$ cat src/rtl/pulse_seq_gen.sv
// Pulse sequence generator for CW, Hahn-echo and CPMG: pump/pi gate, blocking gate,
// scope sync and phase select, with a double-buffered configuration applied at period wrap.
module pulse_seq_gen #(
    parameter int unsigned CNT_W = 32,
    parameter int unsigned T_W   = 16,
    parameter int unsigned NP_W  = 8
) (
    input  logic             clk,
    input  logic             reset,
    input  logic             enable,
    input  logic             cfg_load,
    input  logic [CNT_W-1:0] per,
    input  logic [T_W-1:0]   p1wid,
    input  logic [T_W-1:0]   p2wid,
    input  logic [T_W-1:0]   del,
    input  logic [NP_W-1:0]  npi,
    input  logic             bl,
    input  logic [7:0]       p_bl,
    input  logic [T_W-1:0]   p_bl_off,
    input  logic             phase_cyc,
    output logic             sync_on,
    output logic             pulse_on,
    output logic             inhib,
    output logic [1:0]       phase,
    output logic [NP_W-1:0]  echo_idx,
    output logic             cfg_pending
);

    localparam int unsigned SW = CNT_W + 1;

    typedef enum logic [1:0] {S_IDLE, S_CW, S_PULSED} state_t;

    typedef struct packed {
        logic [CNT_W-1:0] per;
        logic [T_W-1:0]   p1wid;
        logic [T_W-1:0]   p2wid;
        logic [T_W-1:0]   del;
        logic [NP_W-1:0]  npi;
        logic             bl;
        logic [7:0]       p_bl;
        logic [T_W-1:0]   p_bl_off;
        logic             phase_cyc;
    } cfg_t;

    state_t           state_q, state_d, run_mode;
    logic [CNT_W-1:0] cnt_q, cnt_d;
    logic             cyc_q, cyc_d;
    logic             cfg_pending_q, cfg_pending_d;
    cfg_t             act_q, act_d, sh_q, sh_d, cfg_in;
    logic             running, wrap, restart, apply;

    // Schedule trackers: count of events begun, next event time, last event start.
    logic [NP_W-1:0]  pi_n_q, pi_n_d, win_n_q, win_n_d, cls_n_q, cls_n_d;
    logic [SW-1:0]    pi_ns_q, pi_ns_d, win_ns_q, win_ns_d, cls_ns_q, cls_ns_d;
    logic [SW-1:0]    pi_ls_q, pi_ls_d, win_ls_q, win_ls_d;

    logic [SW-1:0]    t_c, spacing_c, s1_c, w1_c, c1_c, pi_ls_c, win_ls_c;
    logic [T_W-1:0]   gap_c;
    logic [NP_W-1:0]  pi_na_c, win_na_c, echo_c;
    logic             pulsed_c, pump_c, pi_hit_c, win_hit_c, cls_hit_c;
    logic             pi_on_c, win_on_c, sync_c;

    logic             sync_on_q, sync_on_d, pulse_on_q, pulse_on_d, inhib_q, inhib_d;
    logic [1:0]       phase_q, phase_d;
    logic [NP_W-1:0]  echo_idx_q, echo_idx_d;

    // Mode, counter and shadow/active configuration handover.
    always_comb begin : ctrl_comb
        cfg_in           = '0;
        cfg_in.per       = per;
        cfg_in.p1wid     = p1wid;
        cfg_in.p2wid     = p2wid;
        cfg_in.del       = del;
        cfg_in.npi       = npi;
        cfg_in.bl        = bl;
        cfg_in.p_bl      = p_bl;
        cfg_in.p_bl_off  = p_bl_off;
        cfg_in.phase_cyc = phase_cyc;

        running       = (state_q != S_IDLE);
        wrap          = running && (cnt_q == act_q.per);
        restart       = !running || wrap;
        apply         = cfg_pending_q && restart;
        act_d         = apply ? sh_q : act_q;
        sh_d          = cfg_load ? cfg_in : sh_q;
        cfg_pending_d = cfg_load || (cfg_pending_q && !apply);
        run_mode      = (act_d.npi == '0) ? S_CW : S_PULSED;

        state_d = state_q;
        cnt_d   = cnt_q + CNT_W'(1);
        cyc_d   = cyc_q;
        if (!running) begin
            cnt_d = '0;
            if (enable) state_d = run_mode;
        end else if (wrap) begin
            cnt_d   = '0;
            cyc_d   = ~cyc_q;
            state_d = enable ? run_mode : S_IDLE;
        end
    end

    // Event tracking at the current count; pulses and windows repeat every 2*del+p2wid.
    always_comb begin : sched_comb
        t_c       = SW'(cnt_q);
        pulsed_c  = (state_q == S_PULSED);
        pump_c    = t_c < SW'(act_q.p1wid);
        spacing_c = SW'(act_q.del) + SW'(act_q.del) + SW'(act_q.p2wid);

        pi_hit_c  = pulsed_c && (pi_n_q < act_q.npi) && (t_c == pi_ns_q);
        pi_na_c   = pi_n_q + NP_W'(pi_hit_c);
        pi_ls_c   = pi_hit_c ? t_c : pi_ls_q;
        pi_on_c   = (pi_na_c != '0) && (t_c < pi_ls_c + SW'(act_q.p2wid));

        win_hit_c = pulsed_c && (win_n_q < act_q.npi) && (t_c == win_ns_q);
        win_na_c  = win_n_q + NP_W'(win_hit_c);
        win_ls_c  = win_hit_c ? t_c : win_ls_q;
        win_on_c  = (win_na_c != '0) && (t_c < win_ls_c + SW'(act_q.p_bl_off));

        cls_hit_c = pulsed_c && (act_q.p_bl_off != '0) && (cls_n_q < act_q.npi)
                    && (t_c == cls_ns_q);
        echo_c    = cls_n_q + NP_W'(cls_hit_c);
        sync_c    = (pi_na_c < act_q.npi) || pi_on_c;

        // First event times for the set that will be active in the coming period.
        gap_c = (act_d.del > T_W'(act_d.p_bl)) ? act_d.del - T_W'(act_d.p_bl) : '0;
        s1_c  = SW'(act_d.p1wid) + SW'(act_d.del);
        w1_c  = s1_c + SW'(act_d.p2wid) + SW'(gap_c);
        c1_c  = w1_c + SW'(act_d.p_bl_off);

        pi_n_d   = pi_na_c;
        pi_ns_d  = pi_hit_c ? pi_ns_q + spacing_c : pi_ns_q;
        pi_ls_d  = pi_ls_c;
        win_n_d  = win_na_c;
        win_ns_d = win_hit_c ? win_ns_q + spacing_c : win_ns_q;
        win_ls_d = win_ls_c;
        cls_n_d  = echo_c;
        cls_ns_d = cls_hit_c ? cls_ns_q + spacing_c : cls_ns_q;
        if (restart) begin
            pi_n_d   = '0;
            pi_ns_d  = s1_c;
            pi_ls_d  = '0;
            win_n_d  = '0;
            win_ns_d = w1_c;
            win_ls_d = '0;
            cls_n_d  = '0;
            cls_ns_d = c1_c;
        end
    end

    // Output decode; registered so outputs trail the count by one cycle.
    always_comb begin : out_comb
        pulse_on_d = 1'b0;
        sync_on_d  = 1'b0;
        inhib_d    = 1'b0;
        echo_idx_d = '0;
        phase_d    = phase_q;
        case (state_q)
            S_CW: begin
                pulse_on_d = 1'b1;
                sync_on_d  = pump_c;
                phase_d    = 2'd0;
            end
            S_PULSED: begin
                pulse_on_d = pump_c || pi_on_c;
                sync_on_d  = sync_c;
                inhib_d    = act_q.bl && !win_on_c;
                echo_idx_d = echo_c;
                if (!act_q.phase_cyc) begin
                    phase_d = 2'd0;
                end else if (pump_c) begin
                    phase_d = {cyc_q, 1'b0};
                end else if (pi_on_c) begin
                    phase_d = (act_q.npi > NP_W'(1)) ? 2'd1 : {cyc_q, 1'b0};
                end
            end
            default: phase_d = 2'd0;
        endcase
    end

    always_ff @(posedge clk) begin
        if (reset) begin
            state_q       <= S_IDLE;
            cnt_q         <= '0;
            cyc_q         <= 1'b0;
            cfg_pending_q <= 1'b0;
            act_q         <= '0;
            sh_q          <= '0;
            pi_n_q        <= '0;
            pi_ns_q       <= '0;
            pi_ls_q       <= '0;
            win_n_q       <= '0;
            win_ns_q      <= '0;
            win_ls_q      <= '0;
            cls_n_q       <= '0;
            cls_ns_q      <= '0;
            sync_on_q     <= 1'b0;
            pulse_on_q    <= 1'b0;
            inhib_q       <= 1'b0;
            phase_q       <= 2'd0;
            echo_idx_q    <= '0;
        end else begin
            state_q       <= state_d;
            cnt_q         <= cnt_d;
            cyc_q         <= cyc_d;
            cfg_pending_q <= cfg_pending_d;
            act_q         <= act_d;
            sh_q          <= sh_d;
            pi_n_q        <= pi_n_d;
            pi_ns_q       <= pi_ns_d;
            pi_ls_q       <= pi_ls_d;
            win_n_q       <= win_n_d;
            win_ns_q      <= win_ns_d;
            win_ls_q      <= win_ls_d;
            cls_n_q       <= cls_n_d;
            cls_ns_q      <= cls_ns_d;
            sync_on_q     <= sync_on_d;
            pulse_on_q    <= pulse_on_d;
            inhib_q       <= inhib_d;
            phase_q       <= phase_d;
            echo_idx_q    <= echo_idx_d;
        end
    end

    assign sync_on     = sync_on_q;
    assign pulse_on    = pulse_on_q;
    assign inhib       = inhib_q;
    assign phase       = phase_q;
    assign echo_idx    = echo_idx_q;
    assign cfg_pending = cfg_pending_q;

endmodule

$ cat config.mk
export PLATFORM = sky130hd
export DESIGN_NAME = pulse_seq_gen
export DESIGN_NICKNAME = d
export VERILOG_FILES = /design/src/rtl/pulse_seq_gen.sv
export SDC_FILE = /design/constraint.sdc
export NUM_CORES = 1
export LEC_CHECK = 0
export BUFFER_PORTS_ARGS = -buffer_cell sky130_fd_sc_hd__buf_2
export CORE_MARGIN = 4
export CORE_UTILIZATION = 63
export DETAILED_ROUTE_END_ITERATION = 12
export PLACE_DENSITY = 0.85
export SETUP_SLACK_MARGIN = 0.5
export SYNTH_ARGS = -nofsm -noshare
export SYNTH_HDL_FRONTEND = slang
export SYNTH_SLANG_ARGS = --single-unit
$ cat constraint.sdc
create_clock -name clk -period 11.52 [get_ports clk]
set_input_delay 2.304 -clock clk [delete_from_list [all_inputs] [get_ports clk]]
set_output_delay 2.304 -clock clk [all_outputs]
set_load 0.02 [all_outputs]
==> results of run 1 <==
-- synthesized netlist by cell type, types with 43 or more instances --
cell,n,area [um2]
sky130_fd_sc_hd__clkbuf_1,112,420
sky130_fd_sc_hd__nor2_1,401,1510
sky130_fd_sc_hd__nor3_1,69,345
sky130_fd_sc_hd__xnor2_1,190,1660
sky130_fd_sc_hd__a21oi_1,240,1200
sky130_fd_sc_hd__dfxtp_1,466,9330
sky130_fd_sc_hd__ha_1,273,3420
sky130_fd_sc_hd__xor2_1,197,1730
sky130_fd_sc_hd__a211oi_1,43,323
sky130_fd_sc_hd__o21ai_0,114,571
sky130_fd_sc_hd__mux2i_1,194,1940
sky130_fd_sc_hd__inv_1,117,439
sky130_fd_sc_hd__nor4_1,64,400
sky130_fd_sc_hd__nand2_1,451,1690
sky130_fd_sc_hd__nand2b_1,43,269
sky130_fd_sc_hd__nand3_1,84,420
sky130_fd_sc_hd__nand4_1,59,369
sky130_fd_sc_hd__and2_1,59,369
sky130_fd_sc_hd__a21o_1,71,533
-- cell usage in the layout, fill, tap and decap left out, types with 8 or more instances in the layout --
cell type / n
sky130_fd_sc_hd__a21o_1: 70
sky130_fd_sc_hd__inv_1: 117
sky130_fd_sc_hd__o211ai_1: 17
sky130_fd_sc_hd__buf_4: 45
sky130_fd_sc_hd__nor3_1: 68
sky130_fd_sc_hd__and4_1: 11
sky130_fd_sc_hd__or2_2: 14
sky130_fd_sc_hd__a311oi_1: 16
sky130_fd_sc_hd__nor2b_1: 37
sky130_fd_sc_hd__ha_1: 273
sky130_fd_sc_hd__mux2i_1: 194
sky130_fd_sc_hd__nor2_1: 399
sky130_fd_sc_hd__dfxtp_1: 466
sky130_fd_sc_hd__clkinvlp_4: 9
sky130_fd_sc_hd__buf_2: 129
sky130_fd_sc_hd__o21ai_0: 113
sky130_fd_sc_hd__nand2b_1: 42
sky130_fd_sc_hd__nand2_1: 451
sky130_fd_sc_hd__a31oi_1: 18
sky130_fd_sc_hd__and3_1: 37
sky130_fd_sc_hd__xor2_1: 197
sky130_fd_sc_hd__nand4_1: 59
sky130_fd_sc_hd__mux2_2: 20
sky130_fd_sc_hd__a21oi_1: 239
sky130_fd_sc_hd__fa_1: 25
sky130_fd_sc_hd__a2111oi_0: 9
sky130_fd_sc_hd__nand3_1: 84
sky130_fd_sc_hd__and2_1: 59
sky130_fd_sc_hd__o31a_1: 8
sky130_fd_sc_hd__or3_1: 23
sky130_fd_sc_hd__a211oi_1: 43
sky130_fd_sc_hd__o21bai_1: 21
sky130_fd_sc_hd__xnor2_1: 190
sky130_fd_sc_hd__clkbuf_16: 51
sky130_fd_sc_hd__nor4_1: 64
sky130_fd_sc_hd__o21a_1: 20
-- report_power, final --
part / total, W / switching, W / internal, W
Sequential: 0.00184 / 0.000125 / 0.00171
Combinational: 0.00159 / 0.000999 / 0.000587
Clock: 0.00174 / 0.000737 / 0.00100
-- worst max path at each step --
stage | start | endpoint | slack (ns) | cells past startpoint
3_5_place_dp | cnt_q[3]$_SDFF_PP0_ | cls_ns_q[17]$_SDFFE_PP0P_ | 1.72 | 31
6_report | cnt_q[3]$_SDFF_PP0_ | cls_ns_q[17]$_SDFFE_PP0P_ | 1.52 | 31
2_1_floorplan | cnt_q[22]$_SDFF_PP0_ | cls_ns_q[17]$_SDFFE_PP0P_ | 3.21 | 37
5_1_grt | cnt_q[3]$_SDFF_PP0_ | cls_ns_q[17]$_SDFFE_PP0P_ | 0.77 | 31
4_1_cts | cnt_q[3]$_SDFF_PP0_ | cls_ns_q[17]$_SDFFE_PP0P_ | 1.64 | 31
3_3_place_gp | cnt_q[3]$_SDFF_PP0_ | cls_ns_q[17]$_SDFFE_PP0P_ | 1.94 | 31
-- sequential cells by signal (all words and copies together), names as in the netlist, 8 cells and up --
name,flops
pi_ns_q,33
pi_ls_q,33
cnt_q,32
win_ns_q,33
act_q,114
cls_ns_q,33
pi_n_q,8
win_ls_q,33
cls_n_q,8
echo_idx,8
sh_q,114
win_n_q,8
-- metrics by stage --
step | total power [W] | setup slack, ns | area [um2] | instances
6_report | 0.00516 | 1.52 | 33400 | 4404
2_1_floorplan | 0.00293 | 3.21 | 30500 | 3686
3_5_place_dp | 0.00340 | 1.72 | 31600 | 4308
3_3_place_gp | 0.00338 | 1.94 | 31600 | 4308
5_1_grt | 0.00538 | 0.770 | 33400 | 4404
4_1_cts | 0.00513 | 1.64 | 33400 | 4404
-- logic make-up (layout without fill, tap and decap cells) --
family	count (synthesis)	count (layout)	share of synthesized area [%]
xor gates and xnor gates	387	387	11.1
muxes	215	215	7.15
AOI/OAI and AO/OA	659	659	13.7
adders and majority gates	298	298	12.9
DFF	466	466	30.6
buffers and inverters	286	389	3.72
and+or+nand+nor	1375	1375	20.8
-- area by class of cell --
class	instances	share of cell area [%]
Multi-Input combinational cell	2934	60.1
Sequential cell	466	27.9
Clock buffer	63	4.17
Timing Repair Buffer	176	3.02
Tap cell	615	2.30
Inverter	117	1.31
Clock inverter	33	1.16
-- critical path, delay by kind of cell (launching register included) --
kind                     cells  cell delay [ns]
XOR/XNOR                     3             0.61
AO/OA/AOI/OAI               13             3.93
AND/OR/NAND/NOR             10             3.17
adder cells (fa/ha/maj)      4             1.34
flip-flops                   1             0.69
buffers and inverters        1             0.11
-- per-layer routing --
metal / track usage, % / share of wire [%]
met1: 44.1 / 40
met2: 54.9 / 44
met3: 6.56 / 8.7
met4: 20.8 / 7.1
met5: 0 / 0
==> tab_implementation.tex, run 1 <==
\begin{tabular}{lr}
\hline
Metric & Value \\
\hline
\multicolumn{2}{l}{\textbf{Outcome}} \\
Result of the run & completed \\
\multicolumn{2}{l}{\textbf{Synthesis}} \\
Post-synthesis sequential area ratio & between 30\% and 40\% \\
Synthesized area divided by synthesized cell count & 8.27 um2 \\
Yosys synthesis warning count & 0 \\
Top\_reg\_cell synth & sky130\_fd\_sc\_hd\_\_dfxtp\_1 \\
Distinct cell type count after synthesis & 73 \\
Netlist area before placement & 30,500 um2 \\
Post-Synthesis Net Count & between 4,000 and 5,000 \\
Post-synth ARST share & 0\% \\
Total of flip-flops plus latches after synthesis & around 470 \\
Number of enable flip-flop cells after synthesis & 0 \\
Number of instances in the synthesized netlist & roughly 3,700 \\
\multicolumn{2}{l}{\textbf{Clock network}} \\
TritonCTS clock tree & yes \\
Root buffer cell & sky130\_fd\_sc\_hd\_\_clkbuf\_16 \\
H-tree levels & 2 \\
Count of buffers added by post-CTS timing repair for setup & 0 \\
CTS Hold Bufs & 0 \\
Clock Path Buffers & 3 \\
Number of resized instances in the post-cts repair step & 0 \\
Clock latency on the worst-skew pair & 0.61 ns \\
Clock Sinks & 466 \\
Worst-path clk slew & 0.07 ns \\
Total clock buffers created by CTS & 51 \\
\multicolumn{2}{l}{\textbf{Die}} \\
Effective utilization at floorplan & 63.8\% \\
Horizontal die dimension & $\sim$230 um \\
I/O pin count & 132 \\
Overall die area & 52,000 um2 \\
Standard cell core area & $\sim$48,000 um2 \\
Die boundary height & approximately 230 um \\
Row count & 80 \\
\multicolumn{2}{l}{\textbf{Drt}} \\
Pre-Repair DR Iteration Count & 6 \\
Routed length per placed instance & 21.3 um \\
1st-iter DRT viols & 2,716 \\
Vias per std cell & approximately 6.2 \\
\# DRC & 0 \\
Number of nets still failing antenna checks after routing & 0 \\
Wirelength, routed & $\sim$94,000 um \\
Number of vias in the routed layout & 27,494 \\
\multicolumn{2}{l}{\textbf{Setup path}} \\
Worst path max stage delay & 0.76 ns \\
Data required, critical path & 11.98 ns \\
Highest net fanout along the worst path & 41 \\
R2R Path End & cls\_ns\_q[17]\$\_SDFFE\_PP0P\_ \\
R2R depth & 31 \\
Critical path class & reg2reg \\
Crit path arrival time & 10.46 ns \\
Worst R2R Setup Slack & 1.52 ns \\
Most Frequent Cell on Critical Path & sky130\_fd\_sc\_hd\_\_o21ai\_0 \\
Critical-path top delay cell & sky130\_fd\_sc\_hd\_\_nor2\_4 \\
Crit path launch type & flop \\
Launch point of the worst reg-to-reg path & cnt\_q[3]\$\_SDFF\_PP0\_ \\
Kind of end point of the critical path & flop \\
\multicolumn{2}{l}{\textbf{Global routing}} \\
Global-route wire length before repair & roughly 150,000 um \\
GR Overflow Total & 0 \\
Maximum number of pins on one net before global-route repair & 88 \\
Number of antenna violations at the first check in global routing & 0 \\
Total global routing track utilization & 34.7\% \\
Via count of the first global-routing pass & 26,175 \\
\multicolumn{2}{l}{\textbf{Placement}} \\
Final HPWL from detailed placement & 71,100 um \\
Weighted congestion at the end of routability-driven global placement & 1.07 \\
Port Buffer Count & 131 \\
\multicolumn{2}{l}{\textbf{Min path}} \\
Worst hold path stage count & 2 \\
Hold worst-path end & act\_q[29]\$\_SDFF\_PP0\_ \\
Min-delay src & act\_q[29]\$\_SDFF\_PP0\_ \\
Class of the most critical hold timing path & reg2reg \\
\multicolumn{2}{l}{\textbf{Final layout}} \\
Filler instances & 3,792 \\
Layout Utilization & roughly 70\% \\
Seq. cell area & about 9300 um2 \\
Final nets & 4,162 \\
Share of layout cells above drive strength 1 & 8.50\% \\
Area of combinational cells with multiple inputs & 20,100 um2 \\
Count of inserted antenna diode cells & 0 \\
Area growth from synthesis to layout & 9.59\% \\
\multicolumn{2}{l}{\textbf{STA}} \\
Hold Violations, Final & 0 \\
Final Hold Slack & 0.456 ns \\
Unrepaired setup endpoints after global routing & no \\
Count of final max-slew check failures & 0 \\
Layout Skew & 0.0154 ns \\
Accumulated negative setup slack & 0 ns \\
Slew of the pin with the lowest slew margin & 1.23 ns \\
Max\_slew headroom & 18.0\% \\
Setup violators final & 0 \\
Final worst path period share & 86.8\% \\
Post-layout minimum cycle time & $\sim$10 ns \\
Maximum clock frequency & between 90 and 100 MHz \\
\multicolumn{2}{l}{\textbf{Flow run}} \\
Number of maximum-capacitance violations & 0 \\
\multicolumn{2}{l}{\textbf{Power and ir drop}} \\
Total power per unit cell area & 155 nW/um2 \\
Worst ir drop on vdd & 0.141 mV \\
Leak & 15.4 nW \\
\hline
\end{tabular}
(Power assumes the default switching activity.)
==> run 2: changes to the inputs <==
--- a/config.mk
+++ b/config.mk
@@ -5,9 +5,9 @@
 export SDC_FILE = /design/constraint.sdc
 export NUM_CORES = 1
 export LEC_CHECK = 0
-export BUFFER_PORTS_ARGS = -buffer_cell sky130_fd_sc_hd__buf_2
-export CORE_MARGIN = 4
+export BUFFER_PORTS_ARGS = -buffer_cell sky130_fd_sc_hd__buf_4
 export CORE_UTILIZATION = 63
+export CTS_CLUSTER_DIAMETER = 40
 export DETAILED_ROUTE_END_ITERATION = 12
 export PLACE_DENSITY = 0.85
 export SETUP_SLACK_MARGIN = 0.5
==> tab_implementation.tex, run 2 (synthesis gave the netlist of run 1 again) <==
\begin{tabular}{lr}
\hline
Metric & Value \\
\hline
\multicolumn{2}{l}{\textbf{Outcome}} \\
Result of the run & completed \\
\multicolumn{2}{l}{\textbf{Global routing}} \\
Number of antenna violations at the first check in global routing & 0 \\
GR Overflow Total & 0 \\
Total global routing track utilization & 37.7\% \\
Global-route wire length before repair & around 150,000 um \\
Maximum number of pins on one net before global-route repair & 82 \\
Via count of the first global-routing pass & 26,309 \\
\multicolumn{2}{l}{\textbf{Clock network}} \\
Worst-path clk slew & 0.06 ns \\
H-tree levels & 3 \\
Clock Sinks & 466 \\
Clock Path Buffers & 3 \\
Clock latency on the worst-skew pair & around 0.62 ns \\
Count of buffers added by post-CTS timing repair for setup & 0 \\
CTS Hold Bufs & 0 \\
Total clock buffers created by CTS & 73 \\
Number of resized instances in the post-cts repair step & 0 \\
TritonCTS clock tree & yes \\
Root buffer cell & sky130\_fd\_sc\_hd\_\_clkbuf\_16 \\
\multicolumn{2}{l}{\textbf{STA}} \\
Count of final max-slew check failures & 0 \\
Max\_slew headroom & around 24\% \\
Hold Violations, Final & 0 \\
Slew of the pin with the lowest slew margin & 1.14 ns \\
Unrepaired setup endpoints after global routing & no \\
Accumulated negative setup slack & 0 ns \\
Layout Skew & 0.0441 ns \\
Setup violators final & 0 \\
Maximum clock frequency & 99.7 MHz \\
Post-layout minimum cycle time & 10.03 ns \\
Final worst path period share & 87.0\% \\
\multicolumn{2}{l}{\textbf{Setup path}} \\
Critical path class & reg2reg \\
Crit path launch type & flop \\
Kind of cell with the highest combined delay on the critical path & compound AO/OA/AOI/OAI gates \\
Critical-path top delay cell & sky130\_fd\_sc\_hd\_\_nor2\_4 \\
Kind of end point of the critical path & flop \\
Highest net fanout along the worst path & 39 \\
Worst path max stage delay & approximately 0.75 ns \\
Data required, critical path & $\sim$12 ns \\
Most Frequent Cell on Critical Path & sky130\_fd\_sc\_hd\_\_o21ai\_0 \\
Crit path arrival time & 10.49 ns \\
Buf/Inv on CP & 1 \\
\multicolumn{2}{l}{\textbf{Final layout}} \\
Commonest non-fill, non-tap cell in the layout & sky130\_fd\_sc\_hd\_\_dfxtp\_1 \\
Final Non-Filler Cells & 4,436 \\
Commonest cells after routing, fill and taps aside & 466 x sky130\_fd\_sc\_hd\_\_dfxtp\_1, 451 x sky130\_fd\_sc\_hd\_\_nand2\_1, 399 x sky130\_fd\_sc\_hd\_\_nor2\_1, 273 x sky130\_fd\_sc\_hd\_\_ha\_1, 239 x sky130\_fd\_sc\_hd\_\_a21oi\_1 \\
Share of layout cells above drive strength 1 & 9.19\% \\
Final nets & 4,183 \\
Area growth from synthesis to layout & 12.8\% \\
Count of inserted antenna diode cells & 0 \\
Top flop regs & act\_q (114), sh\_q (114) \\
Filler instances & roughly 3,600 \\
\multicolumn{2}{l}{\textbf{Drt}} \\
Number of nets still failing antenna checks after routing & 0 \\
Pre-Repair DR Iteration Count & 6 \\
\# DRC & 0 \\
1st-iter DRT viols & 2,791 \\
Number of vias in the routed layout & 27,639 \\
Routed length per placed instance & 21.3 um \\
Wirelength, routed & roughly 95,000 um \\
Vias per std cell & 6.23 \\
\multicolumn{2}{l}{\textbf{Power and ir drop}} \\
Portion of total power attributed to the clock network & 39.2\% \\
Sw Ratio & approximately a third \\
Leak & 15.8 nW \\
Internal power & $\sim$0.0037 W \\
Power dissipated by switching net loads & 0.00198 W \\
Combinational share of power & 28.2\% \\
Share of power burned in registers & between 30\% and 40\% \\
Worst ir drop on vdd & 0.193 mV \\
Total power per unit cell area & $\sim$160 nW/um2 \\
\multicolumn{2}{l}{\textbf{Placement}} \\
Weighted congestion at the end of routability-driven global placement & 1.07 \\
Port Buffer Count & 131 \\
Final HPWL from detailed placement & 71,500 um \\
Number of cells in the design after placement & 4,307 \\
\multicolumn{2}{l}{\textbf{Die}} \\
Die boundary height & approximately 220 um \\
Standard cell core area & roughly 48,000 um2 \\
Row count & 80 \\
Overall die area & 49,300 um2 \\
I/O pin count & between 100 and 150 \\
Effective utilization at floorplan & 63.8\% \\
Horizontal die dimension & between 200 and 250 um \\
\multicolumn{2}{l}{\textbf{Flow run}} \\
Number of maximum-capacitance violations & 0 \\
\multicolumn{2}{l}{\textbf{Min path}} \\
Class of the most critical hold timing path & reg2reg \\
\hline
\end{tabular}
## run 2: cell count changes in the layout (fill, tap and decap cells not counted), moves of 3 or more
cell	previous run	this run
sky130_fd_sc_hd__inv_6	5	9
sky130_fd_sc_hd__buf_4	45	173
sky130_fd_sc_hd__clkbuf_16	51	74
sky130_fd_sc_hd__inv_8	0	7
sky130_fd_sc_hd__clkinv_4	5	8
sky130_fd_sc_hd__clkinvlp_4	9	4
sky130_fd_sc_hd__buf_2	129	0
## run 2: power by group through the flow
stage	clock network [W]	registers, W	logic (W)
2_1_floorplan	0	0.00181	0.00112
3_3_place_gp	0	0.00187	0.00151
3_5_place_dp	0	0.00187	0.00154
4_1_cts	0.00223	0.00184	0.00155
5_1_grt	0.00230	0.00185	0.00172
6_report	0.00222	0.00185	0.00160
## run 2: layer usage
metal | wire length, um | share of wire, % | global-route usage [%]
met1 | 37700 | 40 | 46.3
met2 | 41500 | 44 | 59.0
met3 | 8550 | 9.0 | 8.38
met4 | 6840 | 7.2 | 25.7
met5 | 0 | 0 | 0
## run 2: layout make-up
cell class                 instances  area, um2  share of cell area (%)
clock inverter                    43        494                    1.44
multi-input combinational       2934      20100                    58.4
inverter                         117        439                    1.28
clock buffer                      86       1960                    5.69
timing repair buffer             175       1330                    3.85
sequential                       466       9330                    27.1
tap                              615        769                    2.24
## run 2: final timing paths
path / slack, ns / cells past startpoint / to / startpoint
max: 1.49 / 31 / cls_ns_q[17]$_SDFFE_PP0P_ / cnt_q[5]$_SDFF_PP0_
min: 0.46 / 2 / act_q[98]$_SDFFE_PP0N_ / sh_q[98]$_SDFFE_PP0P_
max reg2reg: 1.49 / 31 / cls_ns_q[17]$_SDFFE_PP0P_ / cnt_q[5]$_SDFF_PP0_
min reg2reg: 0.46 / 2 / act_q[98]$_SDFFE_PP0N_ / sh_q[98]$_SDFFE_PP0P_
## run 2: tightest hold or removal path: stages (launching register included)
cell                      delay (ns)
sky130_fd_sc_hd__dfxtp_1        0.31
sky130_fd_sc_hd__nand2_1        0.06
sky130_fd_sc_hd__a21oi_1        0.05
## run 2: per-stage QoR
stage          util (%)  hold WS (ns)  cell area (um2)  setup WS (ns)  total power (W)
2_1_floorplan         -         0.431            30500           3.21          0.00293
3_3_place_gp       66.9         0.442            31900           2.09          0.00338
3_5_place_dp       66.9         0.449            31900           1.66          0.00341
4_1_cts            72.0         0.460            34400           1.63          0.00562
5_1_grt            72.0         0.480            34400          0.882          0.00587
6_report           72.0         0.456            34400           1.49          0.00566
